--- config.mk ---
export PLATFORM = sky130hd
export DESIGN_NAME = video_timing_gen
export DESIGN_NICKNAME = d
export VERILOG_FILES = /design/src/rtl/video_timing_gen_pkg.sv /design/src/rtl/video_timing_gen.sv
export SDC_FILE = /design/constraint.sdc
export NUM_CORES = 1
export LEC_CHECK = 0
export BUFFER_PORTS_ARGS = -buffer_cell sky130_fd_sc_hd__buf_4
export CAP_MARGIN = 10
export CORE_UTILIZATION = 58
export CTS_CLUSTER_SIZE = 28
export DETAILED_ROUTE_END_ITERATION = 10
export PLACE_DENSITY = 0.84
export RECOVER_POWER = 25
export SYNTH_ARGS = -nofsm -noshare
export SYNTH_HDL_FRONTEND = slang
export SYNTH_SLANG_ARGS = --single-unit
export TNS_END_PERCENT = 30
--- constraint.sdc ---
create_clock -name pixel_clk -period 6.8 [get_ports pixel_clk]
set_clock_uncertainty 0.1 [all_clocks]
set_input_delay 1.36 -clock pixel_clk [delete_from_list [all_inputs] [get_ports pixel_clk]]
set_output_delay 1.36 -clock pixel_clk [all_outputs]
set_load 0.05 [all_outputs]
--- src/rtl/video_timing_gen_pkg.sv ---
// Shared raster constants and coordinate type.
// Default 640x480 timing plus derived start/total values.
package video_timing_gen_pkg;

  localparam int CORDW  = 12;

  localparam int HRES   = 640;
  localparam int H_FP   = 16;
  localparam int H_SYNC = 96;
  localparam int H_BP   = 48;

  localparam int VRES   = 480;
  localparam int V_FP   = 10;
  localparam int V_SYNC = 2;
  localparam int V_BP   = 33;

  localparam int H_STA  = -(H_FP + H_SYNC + H_BP);
  localparam int V_STA  = -(V_FP + V_SYNC + V_BP);
  localparam int H_TOT  = HRES + H_FP + H_SYNC + H_BP;
  localparam int V_TOT  = VRES + V_FP + V_SYNC + V_BP;

  typedef logic signed [CORDW-1:0] coord_t;

endpackage

--- src/rtl/video_timing_gen.sv ---
// Raster timing: signed hpos/vpos, syncs, de, line/frame strobes.
// Ports: pixel_clk, rst_n in; hpos,vpos,hsync,vsync,de,lsync,fsync,frame_cnt out.
module video_timing_gen #(
  parameter int   H_RES  = video_timing_gen_pkg::HRES,
  parameter int   H_FP   = video_timing_gen_pkg::H_FP,
  parameter int   H_SYNC = video_timing_gen_pkg::H_SYNC,
  parameter int   H_BP   = video_timing_gen_pkg::H_BP,
  parameter int   V_RES  = video_timing_gen_pkg::VRES,
  parameter int   V_FP   = video_timing_gen_pkg::V_FP,
  parameter int   V_SYNC = video_timing_gen_pkg::V_SYNC,
  parameter int   V_BP   = video_timing_gen_pkg::V_BP,
  parameter logic H_POL  = 1'b0,
  parameter logic V_POL  = 1'b0
) (
  input  logic                                       pixel_clk,
  input  logic                                       rst_n,
  output logic signed [video_timing_gen_pkg::CORDW-1:0] hpos,
  output logic signed [video_timing_gen_pkg::CORDW-1:0] vpos,
  output logic                                       hsync,
  output logic                                       vsync,
  output logic                                       de,
  output logic                                       lsync,
  output logic                                       fsync,
  output logic [15:0]                                frame_cnt
);
  import video_timing_gen_pkg::*;

  localparam coord_t H_START = coord_t'(-(H_FP + H_SYNC + H_BP));
  localparam coord_t V_START = coord_t'(-(V_FP + V_SYNC + V_BP));
  localparam coord_t H_LAST  = coord_t'(H_RES - 1);
  localparam coord_t V_LAST  = coord_t'(V_RES - 1);
  localparam coord_t HS_BEG  = coord_t'(-(H_SYNC + H_BP));
  localparam coord_t HS_END  = coord_t'(-H_BP - 1);
  localparam coord_t VS_BEG  = coord_t'(-(V_SYNC + V_BP));
  localparam coord_t VS_END  = coord_t'(-V_BP - 1);

  if (H_RES + H_FP + H_SYNC + H_BP > 2047) begin : g_hchk
    $error("horizontal total exceeds signed coordinate range");
  end
  if (V_RES + V_FP + V_SYNC + V_BP > 2047) begin : g_vchk
    $error("vertical total exceeds signed coordinate range");
  end

  coord_t h_nxt;
  coord_t v_nxt;
  logic   wrap_f;

  always_comb begin
    h_nxt  = hpos + coord_t'(1);
    v_nxt  = vpos;
    wrap_f = 1'b0;
    if (hpos == H_LAST) begin
      h_nxt = H_START;
      if (vpos == V_LAST) begin
        v_nxt  = V_START;
        wrap_f = 1'b1;
      end else begin
        v_nxt = vpos + coord_t'(1);
      end
    end
  end

  // Flags decode the next-state counters so they line up
  // with the coordinates registered on the same edge.
  always_ff @(posedge pixel_clk or negedge rst_n) begin
    if (!rst_n) begin
      hpos      <= H_START;
      vpos      <= V_START;
      hsync     <= ~H_POL;
      vsync     <= ~V_POL;
      de        <= 1'b0;
      lsync     <= 1'b0;
      fsync     <= 1'b0;
      frame_cnt <= 16'd0;
    end else begin
      hpos      <= h_nxt;
      vpos      <= v_nxt;
      hsync     <= (h_nxt >= HS_BEG && h_nxt <= HS_END)
                   ? H_POL : ~H_POL;
      vsync     <= (v_nxt >= VS_BEG && v_nxt <= VS_END)
                   ? V_POL : ~V_POL;
      de        <= !h_nxt[CORDW-1] && !v_nxt[CORDW-1];
      lsync     <= (h_nxt == H_START);
      fsync     <= wrap_f;
      frame_cnt <= frame_cnt + {15'd0, wrap_f};
    end
  end

endmodule

==> qor.json <==
{
  "drt": {
    "wire_per_inst_um": 15.1,
    "antenna_left": 0,
    "drt-pass1-iter-count": 4,
    "detailedRoute.firstIterationViolations": 139,
    "post-route-drc-count": 0,
    "vias_per_cell": 5.74,
    "detailroute.via_count": 1832,
    "route.final.wire_length_mm": 4.82
  },
  "setup_path": {
    "crit_chain": "ha_1 -> inv_1 -> nor4_2 -> nand2_1 -> inv_1 -> ha_1 -> ha_1 -> and3_1 -> nand4_1 -> nor2_1 -> xor2_1",
    "reg2reg_setup_slack_ns": 3.29,
    "critical-path-max-stage-delay_ns": 0.82,
    "setup.worst_path.class": "reg -> reg",
    "critPathCaptureType": "flip-flop",
    "crit_path_top_delay_cell": "sky130_fd_sc_hd__nor4_2",
    "start_kind": "flip-flop",
    "crit_path_max_fanout": 10,
    "timing.critical_path.arrival_ns": 3.64,
    "worst-endpoint-required_ns": 6.93,
    "timing.critical_path.mode_cell": "sky130_fd_sc_hd__ha_1"
  },
  "cts": {
    "cts_repair_resizes": 0,
    "clock_tree.root_cell": "sky130_fd_sc_hd__clkbuf_8",
    "cts-root-to-sink-buffers": 2,
    "post_cts_setup_buffer_count": 0,
    "tritoncts": "built",
    "cts_made_buffers": 5,
    "clk_latency_ns": 0.30,
    "htree_num_levels": 2,
    "cts_hold_buffers": 0,
    "clk_pin_slew_worst_paths_ns": 0.08,
    "clock_sink_count": 45
  },
  "layout": {
    "n_fill_cell": 284,
    "finish.net_count": 278,
    "layout.cells.non_filler": 319,
    "num_antenna_cells": 0,
    "layout_cells_sized_above_1_pct": 27.3,
    "p_r_area_growth_vs_syn_pct": 22.1,
    "finish.utilization_pct": 74.4
  },
  "worst_hold_path": {
    "hold_path.class": "reg -> reg"
  },
  "yosys": {
    "post_synth_main_area_contributors": "sky130_fd_sc_hd__dfrtp_1 (31%), sky130_fd_sc_hd__dfstp_2 (20%), sky130_fd_sc_hd__xnor2_1 (5.4%), sky130_fd_sc_hd__xor2_1 (4.3%), sky130_fd_sc_hd__nand2_1 (4.0%)",
    "syn-cell-area_mm2": 0.00227,
    "synth.largest_area_cell": "sky130_fd_sc_hd__dfrtp_1",
    "fraction_of_the_yosys_area_taken_by_sequential_cells_pct": 50.6,
    "number_of_enable_flip_flop_cells_after_synthesis": 0,
    "dominant_combinational_cell_family_by_area_after_synthesis": "simple AND/OR/NAND/NOR gates",
    "synth-xor-area-share_pct": 9.66,
    "synthTopCellsByCount": "sky130_fd_sc_hd__dfrtp_1 (28), sky130_fd_sc_hd__nand2_1 (24), sky130_fd_sc_hd__dfstp_2 (17)",
    "ys_ff_latch": 45,
    "post_synth.cell_area_avg_um2": 10.3,
    "synth_compound_gate_area_share_pct": 9.17,
    "synth_nets": 228,
    "yosysTopAreaCellShare_pct": 30.9,
    "synth.lib_cells_used.distinct": 43,
    "post-synth-top-count-cell": "sky130_fd_sc_hd__dfrtp_1",
    "yosysWarnings": 0,
    "netlist_instances": 220,
    "synth-adder-area-share_pct": 3.31,
    "synth_mux_area_share_pct": 0.883,
    "ys_dominant_reg_cell": "sky130_fd_sc_hd__dfrtp_1",
    "post_synth_and_or_nand_nor_area_fraction_pct": 23.6,
    "async_flop_share_pct": 100
  },
  "status": {
    "result_of_the_run": "finished with violations",
    "violations": "capacitance limit, slew limit"
  },
  "sta": {
    "max_slew.worst_pin.slew_ns": 2.26,
    "fmaxAchievable_mhz": 285,
    "period_needed_ns": 3.51,
    "timing.max_slew.rel_slack_pct": -50.6,
    "setup_tns_ns": 0,
    "layout_worst_path_cycle_share_pct": 51.7,
    "hold_violations": 0,
    "report.final.setup_viol": 0,
    "number_of_slew_limit_violations_in_the_final_report": 46,
    "rsz0062_at_grt": "false"
  },
  "power": {
    "power.total_w": 0.000483,
    "p_per_area_mw_per_mm2": 175,
    "power_leakage_nw": 1.25,
    "ir_drop_mv": 0.191
  },
  "grt": {
    "antenna_found_initial": 0,
    "grt_util_overall_pct": 25.6,
    "grt_max_degree": 46,
    "grt-ovfl-total": 0,
    "vias_in_the_first_global_route": 1729,
    "grt_first_pass_wirelength_mm": 8.09
  },
  "placed_design": {
    "place_congestion": 0.884,
    "total_instance_count_after_detailed_placement": 311,
    "hpwlAfterDp_mm": 3.48,
    "numPortBuffers": 46
  },
  "floorplanning": {
    "die_h_um": 64.5,
    "core_area_mm2": 0.00372,
    "initial_core_util_pct": 61.0,
    "rows": 22,
    "ioPinCount": 47,
    "die_width_um": 64.5,
    "die-area_mm2": 0.00416
  },
  "job": {
    "drv.max_cap_violation_count": 1
  }
}
-- final cells by class --
type	count	area, um2	area share, %
sequential	45	1150	41.5
multi-input combinational	161	1060	38.2
timing repair buffer	46	342	12.3
clock buffer	6	82.6	2.99
tap	48	60.1	2.17
inverter	11	41.3	1.49
clock inverter	2	37.5	1.36
-- through the flow --
step / hold WS (ns) / setup slack (ns) / instance area, um2
detailed placement: 0.379 / 3.35 / 2650
global placement: 0.362 / 3.58 / 2650
finish: 0.386 / 3.29 / 2770
global route: 0.428 / 2.96 / 2770
CTS: 0.394 / 3.31 / 2770
floorplan: 0.531 / 3.55 / 2270
-- critical path: cells and delay by family, from the launching register on --
family,cells,cell delay [ns]
xor+xnor,1,0.15
fa+ha+maj,3,0.77
buf+inv,2,0.31
flops,1,0.50
simple gates,5,1.61
-- cells in the final DEF, fill, tap and decap left out, types with 2 or more instances in the layout --
master                      n
sky130_fd_sc_hd__nand2_1   24
sky130_fd_sc_hd__nor3_1     6
sky130_fd_sc_hd__dfrtp_1   28
sky130_fd_sc_hd__nor2_1    12
sky130_fd_sc_hd__nor4bb_1   2
sky130_fd_sc_hd__a31oi_1    5
sky130_fd_sc_hd__and4_1     7
sky130_fd_sc_hd__and3_1     8
sky130_fd_sc_hd__a21oi_1   10
sky130_fd_sc_hd__nor4_1     4
sky130_fd_sc_hd__inv_1     11
sky130_fd_sc_hd__nand4_1    8
sky130_fd_sc_hd__mux2i_1    2
sky130_fd_sc_hd__o21ai_0    6
sky130_fd_sc_hd__clkbuf_8   6
sky130_fd_sc_hd__xnor2_1   14
sky130_fd_sc_hd__ha_1       6
sky130_fd_sc_hd__xor2_1    11
sky130_fd_sc_hd__o31ai_1    2
sky130_fd_sc_hd__buf_4     45
sky130_fd_sc_hd__and2_1     2
sky130_fd_sc_hd__dfstp_2   17
sky130_fd_sc_hd__nand3_1   12
-- metal layers --
layer	GRT usage (%)	routed length (um)
met5	0	0
met2	41.4	2340
met3	4.93	184
met4	10.8	80
met1	33.7	2220
-- path summary, 6_finish.rpt --
path                                from       endpoint  cells past startpoint
setup / recovery                 hpos[0]  frame_cnt[12]                     11
hold / removal             frame_cnt[15]  frame_cnt[15]                      1
setup reg to reg                 hpos[0]  frame_cnt[12]                     11
hold reg to reg            frame_cnt[15]  frame_cnt[15]                      1
max in group asynchronous          rst_n   frame_cnt[1]                      1
min in group asynchronous          rst_n  frame_cnt[11]                      1
-- registers in the layout, summed over array words and instances (netlist names) --
register and cells:
frame_cnt 16, vpos 12, lsync 1, fsync 1, de 1, vsync 1, hpos 12, hsync 1
-- power by group --
part           switching (W)   total (W)   internal, W
Combinational     0.00000472  0.00000481  0.0000000877
Clock              0.0000911    0.000211      0.000119
Sequential                 0    0.000268      0.000268
-- logic make-up (layout without fill, tap and decap cells) --
logic type      count (synthesis)  count (layout)
simple gates                   95              95
flops                          45              45
compound gates                 33              33
xor+xnor                       25              25
buf+inv                        14              65
fa+ha+maj                       6               6
mux                             2               2
Note: power is estimated with default switching activity, not from simulation.
